[src/rtl/hdmi_sync_pkg.sv]
// Shared definitions for the multi-channel HDMI word aligner: TMDS control
// tokens, the per-channel search state encoding and a token matcher.
package hdmi_sync_pkg;

    localparam logic [9:0] TOK0 = 10'h354;
    localparam logic [9:0] TOK1 = 10'h0ab;
    localparam logic [9:0] TOK2 = 10'h154;
    localparam logic [9:0] TOK3 = 10'h2ab;

    typedef enum logic [1:0] {
        SEARCH = 2'd0,
        VERIFY = 2'd1,
        LOCKED = 2'd2
    } sync_state_e;

    function automatic logic is_ctrl_token(input logic [9:0] w);
        return (w == TOK0) || (w == TOK1) || (w == TOK2) || (w == TOK3);
    endfunction

endpackage

[src/rtl/hdmi_slip_search.sv]
// One channel of the aligner: two-word history, token hit flag and the
// SEARCH/VERIFY/LOCKED slip search, advanced only on the shared window-end strobe.
module hdmi_slip_search
    import hdmi_sync_pkg::*;
#(
    parameter int W      = 10,
    parameter int SW     = $clog2(W),
    parameter int LOCK_N = 4,
    parameter int MISS_N = 2
) (
    input  logic            clk,
    input  logic            reset,
    input  logic [W-1:0]    i_data,
    input  logic            i_win_end,
    output logic [2*W-1:0]  o_hist,
    output logic [SW-1:0]   o_slip,
    output logic            o_locked,
    output logic            o_drop
);

    localparam int GW = $clog2(LOCK_N + 1);
    localparam int MW = $clog2(MISS_N + 1);

    logic [W-1:0]   cur_q, cur_d;
    logic [W-1:0]   prev_q, prev_d;
    logic [SW-1:0]  slip_q, slip_d, slip_inc;
    sync_state_e    state_q, state_d;
    logic [GW-1:0]  good_q, good_d, good_inc;
    logic [MW-1:0]  miss_q, miss_d, miss_inc;
    logic           hit_q, hit_d;
    logic           locked_q, locked_d;
    logic [2*W-1:0] hist;
    logic [W-1:0]   aligned;
    logic           match;
    logic           hit_any;

    assign hist     = {cur_q, prev_q};
    assign o_hist   = hist;
    assign o_slip   = slip_q;
    assign o_locked = locked_q;

    always_comb begin
        cur_d   = i_data;
        prev_d  = cur_q;
        aligned = W'(hist >> slip_q);
        match   = is_ctrl_token(10'(aligned));
        // A token seen on the window-end cycle itself still counts for that window.
        hit_any = hit_q | match;
    end

    always_comb begin
        state_d  = state_q;
        slip_d   = slip_q;
        good_d   = good_q;
        miss_d   = miss_q;
        locked_d = locked_q;
        hit_d    = hit_any;
        o_drop   = 1'b0;
        slip_inc = (slip_q >= SW'(W - 1)) ? '0 : slip_q + 1'b1;
        good_inc = (good_q >= GW'(LOCK_N)) ? good_q : good_q + 1'b1;
        miss_inc = (miss_q >= MW'(MISS_N)) ? miss_q : miss_q + 1'b1;

        if (i_win_end) begin
            hit_d = 1'b0;
            case (state_q)
                SEARCH: begin
                    if (hit_any) begin
                        state_d = VERIFY;
                        good_d  = GW'(1);
                    end else begin
                        slip_d  = slip_inc;
                    end
                end
                VERIFY: begin
                    if (hit_any) begin
                        good_d = good_inc;
                        if (good_inc >= GW'(LOCK_N)) begin
                            state_d  = LOCKED;
                            locked_d = 1'b1;
                            miss_d   = '0;
                        end
                    end else begin
                        state_d = SEARCH;
                        slip_d  = slip_inc;
                        good_d  = '0;
                    end
                end
                LOCKED: begin
                    if (hit_any) begin
                        miss_d = '0;
                    end else begin
                        miss_d = miss_inc;
                        if (miss_inc >= MW'(MISS_N)) begin
                            state_d  = SEARCH;
                            locked_d = 1'b0;
                            slip_d   = slip_inc;
                            miss_d   = '0;
                            good_d   = '0;
                            o_drop   = 1'b1;
                        end
                    end
                end
                default: begin
                    state_d = SEARCH;
                end
            endcase
        end
    end

    always_ff @(posedge clk) begin
        if (reset) begin
            cur_q    <= '0;
            prev_q   <= '0;
            slip_q   <= '0;
            state_q  <= SEARCH;
            good_q   <= '0;
            miss_q   <= '0;
            hit_q    <= 1'b0;
            locked_q <= 1'b0;
        end else begin
            cur_q    <= cur_d;
            prev_q   <= prev_d;
            slip_q   <= slip_d;
            state_q  <= state_d;
            good_q   <= good_d;
            miss_q   <= miss_d;
            hit_q    <= hit_d;
            locked_q <= locked_d;
        end
    end

endmodule

[src/rtl/hdmi_multisync.sv]
// NCH-channel HDMI word aligner: shared window counter, per-channel slip search,
// auto/manual slip select into the output register. HDMISYNC_LOSSCOUNT_EN adds o_loss_count.
module hdmi_multisync
    import hdmi_sync_pkg::*;
#(
    parameter int  NCH     = 3,
    parameter int  W       = 10,
    parameter int  WIN_LG2 = 10,
    parameter int  LOCK_N  = 4,
    parameter int  MISS_N  = 2,
    localparam int SW      = $clog2(W)
) (
    input  logic              i_pix_clk,
    input  logic              i_reset,
    input  logic              i_automatic_sync,
    input  logic [NCH*SW-1:0] i_manual_slip,
    input  logic [NCH*W-1:0]  i_data,
    output logic [NCH*W-1:0]  o_data,
    output logic [NCH*SW-1:0] o_slip,
    output logic [NCH-1:0]    o_locked,
    output logic              o_all_locked
`ifdef HDMISYNC_LOSSCOUNT_EN
    ,
    output logic [15:0]       o_loss_count
`endif
);

    logic [WIN_LG2-1:0]          win_q, win_d;
    logic                        win_end;
    logic [NCH-1:0][2*W-1:0]     hist;
    logic [NCH-1:0][SW-1:0]      auto_slip;
    logic [NCH-1:0][SW-1:0]      man_slip;
    logic [NCH-1:0][SW-1:0]      sel_slip;
    logic [NCH-1:0]              locked;
    logic [NCH-1:0]              drop;
    logic [NCH-1:0][W-1:0]       data_q, data_d;
    logic                        all_locked_q, all_locked_d;

    assign win_end = &win_q;
    assign win_d   = win_q + 1'b1;

    for (genvar k = 0; k < NCH; k++) begin : g_ch
        hdmi_slip_search #(
            .W      (W),
            .SW     (SW),
            .LOCK_N (LOCK_N),
            .MISS_N (MISS_N)
        ) u_search (
            .clk       (i_pix_clk),
            .reset     (i_reset),
            .i_data    (i_data[k*W +: W]),
            .i_win_end (win_end),
            .o_hist    (hist[k]),
            .o_slip    (auto_slip[k]),
            .o_locked  (locked[k]),
            .o_drop    (drop[k])
        );
    end

    always_comb begin
        man_slip = '0;
        sel_slip = '0;
        data_d   = '0;
        for (int k = 0; k < NCH; k++) begin
            // Out-of-range software slips pin to the last valid rotation.
            man_slip[k] = (i_manual_slip[k*SW +: SW] >= SW'(W - 1)) ? SW'(W - 1)
                                                                     : i_manual_slip[k*SW +: SW];
            sel_slip[k] = i_automatic_sync ? auto_slip[k] : man_slip[k];
            data_d[k]   = W'(hist[k] >> sel_slip[k]);
        end
        all_locked_d = &locked;
    end

    always_ff @(posedge i_pix_clk) begin
        if (i_reset) begin
            win_q        <= '0;
            data_q       <= '0;
            all_locked_q <= 1'b0;
        end else begin
            win_q        <= win_d;
            data_q       <= data_d;
            all_locked_q <= all_locked_d;
        end
    end

    assign o_data       = data_q;
    assign o_slip       = auto_slip;
    assign o_locked     = locked;
    assign o_all_locked = all_locked_q;

`ifdef HDMISYNC_LOSSCOUNT_EN
    localparam int DW = $clog2(NCH + 1);

    logic [15:0]   loss_q, loss_d;
    logic [16:0]   loss_sum;
    logic [DW-1:0] n_drop;

    always_comb begin
        n_drop = '0;
        for (int k = 0; k < NCH; k++) begin
            n_drop = n_drop + DW'(drop[k]);
        end
        loss_sum = {1'b0, loss_q} + 17'(n_drop);
        loss_d   = loss_sum[16] ? 16'hffff : loss_sum[15:0];
    end

    always_ff @(posedge i_pix_clk) begin
        if (i_reset) begin
            loss_q <= '0;
        end else begin
            loss_q <= loss_d;
        end
    end

    assign o_loss_count = loss_q;
`else
    logic unused_drop;
    assign unused_drop = ^drop;
`endif

endmodule
[config.mk]
export PLATFORM = sky130hd
export DESIGN_NAME = hdmi_multisync
export DESIGN_NICKNAME = d
export VERILOG_FILES = /design/src/rtl/hdmi_sync_pkg.sv /design/src/rtl/hdmi_slip_search.sv /design/src/rtl/hdmi_multisync.sv
export SDC_FILE = /design/constraint.sdc
export NUM_CORES = 1
export LEC_CHECK = 0
export CORE_MARGIN = 4
export CORE_UTILIZATION = 34
export DETAILED_ROUTE_END_ITERATION = 8
export GPL_TIMING_DRIVEN = 0
export MAX_ROUTING_LAYER = met4
export PLACE_DENSITY_LB_ADDON = 0.08
export SLEW_MARGIN = 30
export SYNTH_ARGS = -nofsm -noshare
export SYNTH_HDL_FRONTEND = slang
export SYNTH_SLANG_ARGS = --single-unit
[constraint.sdc]
create_clock -name i_pix_clk -period 9 [get_ports i_pix_clk]
set_input_delay 2.25 -clock i_pix_clk [delete_from_list [all_inputs] [get_ports i_pix_clk]]
set_output_delay 2.25 -clock i_pix_clk [all_outputs]
set_load 0.005 [all_outputs]
# After elaboration in Yosys (flattened, before gate mapping)
# Index checks and enable logic that the tools add are counted.
# classes
n_addsub,10
order_cmp,18
n_eq_ne,39
shifts,6
muxes,90
bitwise,3
reduce_logical,42
# op_table
cell,count
14-bit AND reduction,9
20-bit by 4-bit right shift with 10-bit output,6
4-bit 2-to-1 mux,18
"10-bit equality test, second input constant",6
2-bit 2-to-1 mux,30
3-bit 2-to-1 mux,15
15-bit AND reduction,3
13-bit AND reduction,3
"10-bit by 8-bit equality test with 1-bit output, second input constant",3
"10-bit by 9-bit equality test with 1-bit output, second input constant",3
3-bit one-hot mux with 3 select lines,3
"4-bit greater-or-equal comparator, second input constant",6
"2-bit by 1-bit != test with 1-bit output, second input constant",12
4-bit one-hot mux with 2 select lines,3
"3-bit greater-or-equal comparator, second input constant",6
2-bit one-hot mux with 3 select lines,3
"4-bit by 1-bit adder with 4-bit output, second input constant",3
"2-bit greater-or-equal comparator, second input constant",6
1-bit 2-to-1 mux,12
"2-bit != test, second input constant",6
2-bit one-hot mux with 2 select lines,3
2-bit nonzero test,6
"10-bit by 1-bit adder with 10-bit output, second input constant",1
10-bit AND reduction,1
12 further kinds,41
# totals
register_bits,140
output_inout_bits,46

# Logic depth before layout (Yosys ltp)
# Gate-level depths: netlist (run 1).
# logic_depth
depth_word,8
ltp_mapped,13
depth_no_buf,9

# By module
# From an unflattened synthesis (run 1), not the netlist that was laid out.
# unflattened
cells_unflattened,1183
area_unflattened_um2,10671.5
# modules_own_cells
mod,instances,cells_each,area_per_inst_um2,seq_area_each_um2
hdmi_multisync,1,532,4085.2,820.8
hdmi_slip_search at g_ch[0].u_search,1,233,2285.9,660.6
hdmi_slip_search at g_ch[2].u_search,1,217,2239.6,660.6
hdmi_slip_search at g_ch[1].u_search,1,201,2060.7,660.6

# Worst setup path after synthesis (run 1)
# No wires, ideal clock.
# synth_timing
path_type,input-to-reg
start,input port i_automatic_sync
end,"register data_q, in the netlist o_data[12]"
setup_time_ps,137
t_arrival_ps,4512
slack_ps,4350
path_stages,10
n_path_buf,4
cell_sequence,clkbuf_1 > clkbuf_1 > nand2_1 > o21ai_1 > buf_2 > clkbuf_1 > mux2i_1 > nand2_1 > a311oi_1 > a211oi_1
# synth_via
elab_chain_len,2
# synth_lines
element,line_no,source
"start, declared",hdmi_multisync.sv:15,"input logic i_automatic_sync,"
4-bit 2-to-1 mux,hdmi_multisync.sv:68,sel_slip[k] = i_automatic_sync ? auto_slip[k] : man_slip[k];
20-bit by 4-bit right shift with 10-bit output,hdmi_multisync.sv:69,data_d[k] = W'(hist[k] >> sel_slip[k]);
"end signal, assigned",hdmi_multisync.sv:81,data_q <= data_d;
"end, declared",hdmi_multisync.sv:36,"logic [NCH-1:0][W-1:0] data_q, data_d;"
# Every way passes these cells.
# A chain may end at the register's enable or synchronous reset.

# Worst setup path after layout (run 1)
# layout_timing
start,input port i_automatic_sync
end,"register data_q, in the netlist o_data[19]"
# The elaborated chain is that of the path after synthesis.

==> flow_summary.json, run 1 <==
{
  "status": "finished, final reports clean",
  "p_leak_uw": 0.00445,
  "synth_seq_cells": 140,
  "place_area_um2": 11700,
  "seq_area_frac_synth": 0.271,
  "grt_overflow": 0,
  "grt_max_degree": 17,
  "post_cts_buffers": 0,
  "fin_crit_sh": 0.602,
  "powerDensity_nw_per_um2": 131,
  "final_cell_mix": "mux2i_1, dfxtp_1, clkdlybuf4s50_1",
  "cts_tree": "done",
  "n_antenna_cell": 0,
  "numCtsBuffers": 17,
  "crit_fanout": 10,
  "cts_htree_levels": 4,
  "slew-limit-headroom": 0.417,
  "synth_compound_area_frac": 0.147,
  "cp-start-kind": "input pin",
  "initial_utilization": 0.347,
  "cts-hold-fix-buffers": 0,
  "finalMaxSlewViolations": 0,
  "rsz0062_at_grt": "no",
  "rr_worst_depth": 10,
  "tightest_slew_ps": 875,
  "clock-sinks": 140,
  "clkSlewWorstSetupHoldPaths_ps": 70,
  "final_area_um2": 12300,
  "drt-initial-drc-count": 603,
  "dp_slack_ps": 3110,
  "synth_top_family_by_area": "multiplexers",
  "crit_arrival_ps": 5690,
  "cap_violations": 0,
  "drive_gt1_frac": 0.135,
  "async_flop_share": 0,
  "clk_latency_ps": 430,
  "hpwl_mm": 23.1,
  "routed-via-count": 8902,
  "ys.flop_type": "dfxtp_1",
  "worstSetupPathType": "in -> reg",
  "setup_ws_ps": 3580,
  "syn_inst": 1054,
  "ios": 91,
  "synthesis.area_um2": 10300,
  "holdWs_ps": 443,
  "ant_nets": 0,
  "wl_per_cell_um": 20.5,
  "drtPass1Iterations": 5,
  "post_cts_resized": 0,
  "syn-num-nets": 1127,
  "clockBufferDepth": 2,
  "fin_setup_tns_ps": 0,
  "muxShareOfSynthArea": 0.329,
  "coreArea_um2": 29800,
  "fin_crit_ps": 5420,
  "routed_wl_mm": 32.1,
  "hold_path.class": "reg -> reg",
  "track_usage": 0.196,
  "synth-simple-area-share": 0.156,
  "syn_area_per_cell_um2": 9.82,
  "irDropWorstVdd_mv": 0.108,
  "die_area_um2": 33300,
  "cts_root_buf": "clkbuf_16",
  "layout.cells.most_common": "mux2i_1",
  "row_count": 63,
  "max_freq_mhz": 185,
  "synthAdderAreaFrac": 0.0339,
  "fin_util": 0.413,
  "viasPerCell": 5.69,
  "antenna_found_initial": 0,
  "grt_pass1_wl_mm": 50.9,
  "yosys_warnings": 0,
  "synth_xor_area_frac": 0.00677,
  "fin_skew_ps": 11.4,
  "final_nets": 1235,
  "hold_viol_final": 0,
  "synth.distinct_cells": 82,
  "fp.dieW_um": 182,
  "grt_pass1_vias": 8718,
  "area_growth_pct": 19.0,
  "die_h_um": 182,
  "portBuffers": 89,
  "routabilityCongestion": 0.869,
  "cp-end-kind": "register",
  "setup_viol": 0,
  "drc": 0,
  "fillers": 2968,
  "worstPathRequired_ps": 9270,
  "worstHoldPathCells": 1,
  "synth_edf_count": 0
}
[area by class of cell]
| type | instances | area, µm² | share of cell area |
|---|---|---|---|
| flip-flops and latches | 140 | 2800 | 0.228 |
| plain buffers | 85 | 430 | 0.0350 |
| well taps | 390 | 488 | 0.0396 |
| clock buffers | 21 | 470 | 0.0382 |
| repair buffers | 89 | 891 | 0.0724 |
| multi-input cells | 788 | 6960 | 0.565 |
| clock inverters | 10 | 116 | 0.00945 |
| inverters | 41 | 156 | 0.0127 |
[flip-flops by register name, indices dropped and copies added, names as in the netlist]
signal                  count
g_ch.u_search.good_q        9
g_ch.u_search.state_q       6
g_ch.u_search.prev_q       30
g_ch.u_search.hit_q         3
g_ch.u_search.miss_q        6
g_ch.u_search.o_slip       12
win_q                      10
g_ch.u_search.cur_q        30
o_all_locked                1
g_ch.u_search.o_locked      3
o_data                     30
[metal layers]
metal / GRT usage / wire length (µm) / vias to the layer above
met2: 0.304 / 14900 / 213
met3: 0.0233 / 1090 / 22
li1: - / - / 4210
met1: 0.280 / 15900 / 4457
met5: - / 0 / -
met4: 0.0369 / 282 / 0
[per-stage QoR]
stage / total power, µW / cells
detailed placement: 914 / 1533
CTS: 1640 / 1564
global route: 1680 / 1564
floorplan: 819 / 1054
finish: 1620 / 1564
global placement: 915 / 1533
[cell families (layout without fill, tap and decap cells)]
kind of cell / after synthesis / count (layout)
AO/OA/AOI/OAI: 206 / 206
XOR/XNOR: 8 / 8
adder cells (fa/ha/maj): 28 / 28
buffers and inverters: 126 / 246
flip-flops: 140 / 140
multiplexers: 239 / 239
AND/OR/NAND/NOR: 307 / 307
[cells in the mapped netlist (14+ instances only)]
cell / count / area [µm²]
mux2i_1: 148 / 1480
dfxtp_1: 140 / 2800
nor2b_1: 78 / 488
nand2_1: 71 / 267
mux4_2: 66 / 1490
nor2_1: 56 / 210
clkbuf_1: 50 / 188
a21oi_1: 39 / 195
inv_1: 35 / 131
a211oi_1: 28 / 210
ha_1: 28 / 350
o21ai_0: 21 / 105
nand3_1: 18 / 90.1
buf_2: 15 / 75.1
mux2_2: 15 / 169
nor3_1: 15 / 75.1
o31ai_1: 15 / 113
a22oi_1: 14 / 105
[final timing paths]
path | startpoint | slack (ps) | endpoint
setup reg to reg | g_ch[2].u_search.o_slip[0] | 5130 | g_ch[2].u_search.good_q[1]
setup / recovery | i_automatic_sync | 3580 | o_data[19]
hold reg to reg | win_q[0] | 440 | win_q[0]
hold / removal | win_q[0] | 440 | win_q[0]
[where the power goes]
part	switching [µW]	internal (µW)
Combinational	111	114
Sequential	34.2	644
Clock	288	428
Total	433	1190
[worst max-delay path, cell delays in order]
cell	delay, ps
clkbuf_1	460
clkbuf_1	610
clkbuf_1	610
mux2i_1	470
clkbuf_1	460
clkbuf_1	400
nor2_1	120
a22oi_1	200
nor2_1	90
No activity file was read; power rests on OpenSTA's default activity.
==> run 2: changes to the inputs <==
clock period = 5.4 ns   (was 9 ns; I/O delays follow)
==> results of run 2 <==
The final DEF is identical to that of run 1. Status: finished, final reports clean.
Main changes from that run: setup slack after placement 3110 ps -> 408 ps; setup slack after layout 3580 ps -> 883 ps; register-to-register setup slack 5130 ps -> 1530 ps; total power 1620 µW -> 2700 µW; worst IR drop on VDD 0.108 mV -> 0.180 mV
==> edit 1, RTL diff (settings of run 1) <==
The 3 states of `sync_state_e` get a one-hot encoding in 3 bits.
--- a/src/rtl/hdmi_sync_pkg.sv
+++ b/src/rtl/hdmi_sync_pkg.sv
@@ -7,10 +7,10 @@
     localparam logic [9:0] TOK2 = 10'h154;
     localparam logic [9:0] TOK3 = 10'h2ab;
 
-    typedef enum logic [1:0] {
-        SEARCH = 2'd0,
-        VERIFY = 2'd1,
-        LOCKED = 2'd2
+    typedef enum logic [2:0] {
+        SEARCH = 3'b001,
+        VERIFY = 3'b010,
+        LOCKED = 3'b100
     } sync_state_e;
 
     function automatic logic is_ctrl_token(input logic [9:0] w);
Behaviour: no difference found for any inputs over 10 cycles, from zero or initial values and one cycle with i_reset high; not proved beyond that.
==> edit 1 against run 1 <==
Maximum frequency is 1.8% lower; synthesized area fell by 3.5%; worst setup slack got worse by 0.099 ns; final area shrank 2.9%; clock skew rose by 0.0038 ns; routed wire length shrank 4.5%; worst hold slack better by 0.019 ns; first-iteration DRC count is 19% higher; utilization rose by 0.099 points; sequential cell count rose by 3; power down 0.55%; largest cell class unchanged; largest power group unchanged.
==> edit 1: results (changes against run 1) <==
| Metric | Value |
|---|---|
| Drt wl/cell | `20.1 um (-1.9%)` |
| Worst slew margin relative to its limit | `40.2% (-1.5 points)` |
| Worst endpoint data arrival time | `5.82 ns (+0.13 ns)` |
| Synth Area in XOR/XNOR | `0.614% (-0.063 points)` |
| Path depth of the worst reg2reg path | `11 (+1)` |
| Worst setup slack after placement | `2.98 ns (-0.128 ns)` |
| First-pass GRT wire length | `48700 um (-4.3%)` |
| Worst reg2reg endpoint | `g_ch[2].u_search.o_locked$_SDFFE_PP0P_` |
| Synth Area in Compound Gates | `15.0% (+0.33 points)` |
| Async set-or-reset flop fraction in the synthesized netlist | `0% (unchanged)` |
| Nets in the synthesized netlist | `1077 (-4.4%)` |
| Clock root buffer | `sky130_fd_sc_hd__clkbuf_16` |
| Maximum ir drop on the vdd rail | `106 uV (-1.5%)` |
| Worst-Skew Late Latency | `0.43 ns (about the same)` |
| Setup slack, reg-to-reg | `5.14 ns (about the same)` |
| Cell types with the highest counts after synthesis | `sky130_fd_sc_hd__dfxtp_1 (143), sky130_fd_sc_hd__mux2i_1 (139), sky130_fd_sc_hd__nor2b_1 (82), sky130_fd_sc_hd__nor2_1 (60), sky130_fd_sc_hd__mux4_2 (53)` |
| Number of warnings reported in the yosys synthesis log | `0 (unchanged)` |
| Outcome | `finished clean` |
| Worst Clk Skew | `0.0152 ns (+0.00383 ns)` |
| Portion of the post-synthesis area used by sequential elements | `28.7% (+1.6 points)` |
| Number of resized instances in the post-cts repair step | `0 (unchanged)` |
| Placement Cell Area | `11400 um2 (-3.1%)` |
| Crit Path Max Fanout | `10 (unchanged)` |
| Final #Nets | `1186 (-4.0%)` |
| Number of CTS-inserted buffers | `17 (unchanged)` |
| Multiplexer share of the synthesized area | `31.6% (-1.3 points)` |
| Share of cells above drive strength 1 | `14.0% (+0.43 points)` |
| Area of the die | `32200 um2 (-3.3%)` |
| Primary flip-flop cell chosen by synthesis mapping | `sky130_fd_sc_hd__dfxtp_1` |
| Reg-to-reg critical path startpoint | `g_ch[2].u_search.o_slip[0]$_SDFFE_PP0P_` |
| Worst Hold Path EP | `win_q[0]$_SDFF_PP0_` |
| Path class of the lowest-slack min-delay path | `reg -> reg` |
| Count of cells along the worst hold path | `1 (unchanged)` |
| Post-CTS setup buffer count | `0 (unchanged)` |
| Number of distinct library cells after synthesis | `78 (-4.9%)` |
| Global placement routability congestion | `0.858 (-1.2%)` |
| Largest cells by area after synthesis | `sky130_fd_sc_hd__dfxtp_1 (29%), sky130_fd_sc_hd__mux2i_1 (14%), sky130_fd_sc_hd__mux4_2 (12%)` |
| Total Routing Usage GR | `19.9% (+0.23 points)` |
| Iteration-0 DRC Markers | `718 (+19%)` |
| Post-synthesis adder-cell area fraction | `2.00% (-1.4 points)` |
| Filler instances | `2916 (-1.8%)` |
| Leakage component of the power | `4.35 nW (-2.3%)` |
| Buffers added on ports | `88 (-1.1%)` |
| Hold path startpoint | `win_q[0]$_SDFF_PP0_` |
| Total half-perimeter wirelength after legalization and detailed placement | `22400 um (-2.8%)` |
| Via total after detailed routing | `8526 (-4.2%)` |
[edit 1: where the power goes]
part	leakage, nW	internal [mW]	switching [mW]
Clock	0.280	0.403	0.314
Combinational	2.90	0.106	0.100
Sequential	1.17	0.656	0.0310
Total	4.35	1.16	0.445
[edit 1: per-layer routing]
layer / part of all wire, % / global-route usage, % / vias to the layer above
met5: 0 / - / -
li1: - / - / 4109
met1: 48 / 27.4 / 4180
met2: 46 / 31.2 / 217
met4: 1.1 / 3.74 / 0
met3: 4.9 / 3.40 / 20
[edit 1: worst max-delay path, cell delays in order]
cell                       delay [ns]
sky130_fd_sc_hd__clkbuf_1        0.49
sky130_fd_sc_hd__clkbuf_1        0.72
sky130_fd_sc_hd__clkbuf_1        0.63
sky130_fd_sc_hd__mux2i_1         0.51
sky130_fd_sc_hd__clkbuf_1        0.44
sky130_fd_sc_hd__clkbuf_1        0.38
sky130_fd_sc_hd__nor2_1          0.07
sky130_fd_sc_hd__a311oi_1        0.32
[edit 1: cells by family (layout without fill, tap and decap cells)]
kind of cell | after synthesis | count (layout)
adders and majority gates | 16 | 16
xor gates and xnor gates | 7 | 7
AOI/OAI and AO/OA | 211 | 211
and+or+nand+nor | 312 | 312
DFF | 143 | 143
buffers and inverters | 103 | 225
muxes | 224 | 224
[edit 1: worst max-delay path by stage]
stage,from,to,slack [ns],cells past startpoint
final,i_automatic_sync,o_data[0]$_SDFF_PP0_,3.48,8
after global routing,i_automatic_sync,o_data[0]$_SDFF_PP0_,3.20,8
after CTS,i_automatic_sync,o_data[0]$_SDFF_PP0_,3.39,8
after detailed placement,i_automatic_sync,o_data[0]$_SDFF_PP0_,2.98,8
after global placement,i_automatic_sync,o_data[0]$_SDFF_PP0_,2.91,8
after floorplan,i_automatic_sync,o_data[2]$_SDFF_PP0_,4.43,9
[edit 1: per-stage QoR]
stage | hold slack (ns) | cells | total power [mW]
after floorplan | 0.424 | 1016 | 0.816
after global placement | 0.446 | 1488 | 0.907
after detailed placement | 0.451 | 1490 | 0.906
after CTS | 0.461 | 1522 | 1.63
after global routing | 0.486 | 1522 | 1.68
final | 0.463 | 1522 | 1.61
[edit 1: layout make-up]
cell class                      instances  area, um2  area share, %
Inverter                               29        109          0.911
Sequential cell                       143       2860           24.0
Buffer                                 74        374           3.13
Clock inverter                         12        126           1.06
Tap cell                              384        480           4.02
Multi-Input combinational cell        770       6650           55.7
Timing Repair Buffer                   90        891           7.45
Clock buffer                           20        457           3.82
==> edit 2, RTL diff (config.mk and constraints of run 1) <==
Without the edit above. Build with the macro `HDMISYNC_LOSSCOUNT_EN` defined.
--- a/src/rtl/hdmi_multisync.sv
+++ b/src/rtl/hdmi_multisync.sv
@@ -1,5 +1,7 @@
 // NCH-channel HDMI word aligner: shared window counter, per-channel slip search,
 // auto/manual slip select into the output register. HDMISYNC_LOSSCOUNT_EN adds o_loss_count.
+`define HDMISYNC_LOSSCOUNT_EN
+
 module hdmi_multisync
     import hdmi_sync_pkg::*;
 #(
Behaviour (old outputs only; new: o_loss_count): unchanged (equiv_simple and equiv_induct, registers matched by name and starting in step).
==> edit 2 against run 1 <==
Sequential power increased by 10%; synthesized cell count up 1.9%; worst hold slack better by 0.028 ns; routed wire length fell by 1.2%; worst setup slack worse by 0.29 ns; power increased by 8.1%; largest power group unchanged; sequential cell count grew 16; final area rose by 4.7%; count of clock-buffer cells in the layout fell by 2; synthesized area grew 3.2%; critical path type is now reg -> reg; via count up 0.83%.
==> edit 2: results (changes against run 1) <==
| Metric | Value |
|---|---|
| Worst Hold Path EP | `g_ch[2].u_search.miss_q[1]$_SDFFE_PP0P_` |
| Top Family by Delay on Critical Path | `simple AND/OR/NAND/NOR gates` |
| Post-synthesis cell count | `1074 (+1.9%)` |
| Worst setup slack after placement | `2.98 ns (-0.123 ns)` |
| Number of distinct library cells after synthesis | `75 (-8.5%)` |
| Portion of the post-synthesis area used by sequential elements | `29.2% (+2.2 points)` |
| Sequential cell area | `3120 um2 (+11%)` |
| Slowest cell on the critical path | `sky130_fd_sc_hd__fa_1` |
| Filler instances | `3052 (+2.8%)` |
| Worst Hold Slack | `0.471 ns (+0.0278 ns)` |
| Seq cells post-synth | `156 (+11%)` |
| Placement Cell Area | `12300 um2 (+4.5%)` |
| Maximum ir drop on the vdd rail | `110 uV (+2.2%)` |
| Data-path buffer share of cell area in the final layout | `11.0% (+0.31 points)` |
| Global-route track usage on met3 | `3.52% (+1.2 points)` |
| Worst Clk Skew | `0.0119 ns (+0.000537 ns)` |
| Largest cells by area after synthesis | `sky130_fd_sc_hd__dfxtp_1 (29%), sky130_fd_sc_hd__mux4_2 (15%), sky130_fd_sc_hd__mux2i_1 (13%)` |
| Met2 routed wirelength | `14400 um (-3.1%)` |
| Clock buffer cells | `19 (-9.5%)` |
| Multi-input combinational cell count | `803 (+1.9%)` |
| Worst endpoint data arrival time | `6.00 ns (+0.31 ns)` |
| Global routing usage on met2 | `29.0% (-1.4 points)` |
| Synth Area in Compound Gates | `14.2% (-0.50 points)` |
| Via density per instance | `5.58 (-1.9%)` |
| Drt wl/cell | `19.7 um (-3.9%)` |
| Outcome | `finished clean` |
| Number of global-route vias before repair | `8870 (+1.7%)` |
| Placed Cells incl. Taps | `1578 (+2.9%)` |
| Multi-input logic area | `7060 um2 (+1.5%)` |
| # rows | `64 (+1.6%)` |
| Worst setup endpoint | `o_loss_count[4]$_SDFF_PP0_` |
| Share of cells above drive strength 1 | `13.8% (+0.24 points)` |
==> edit 2: cell count changes in the layout (fill, tap and decap cells not counted), sizes merged, moves of 11 or more <==
cell	before	now
a21oi	39	56
clkdlybuf4s50	89	106
clkbuf	71	58
nand2	71	53
dfxtp	140	156
a211oi	29	40
==> edit 2: power groups by stage <==
stage | combinational [mW] | clock [mW] | sequential, mW
finish | 0.209 | 0.794 | 0.748
global route | 0.227 | 0.843 | 0.751
CTS | 0.210 | 0.816 | 0.747
detailed placement | 0.209 | 0 | 0.762
global placement | 0.209 | 0 | 0.763
floorplan | 0.131 | 0 | 0.747
==> edit 2: cell families (layout without fill, tap and decap cells) <==
logic type	Yosys count	in the layout
AO/OA/AOI/OAI	212	212
multiplexers	228	228
XOR/XNOR	15	15
AND/OR/NAND/NOR	316	316
buffers and inverters	115	253
adder cells (fa/ha/maj)	32	32
flip-flops	156	156
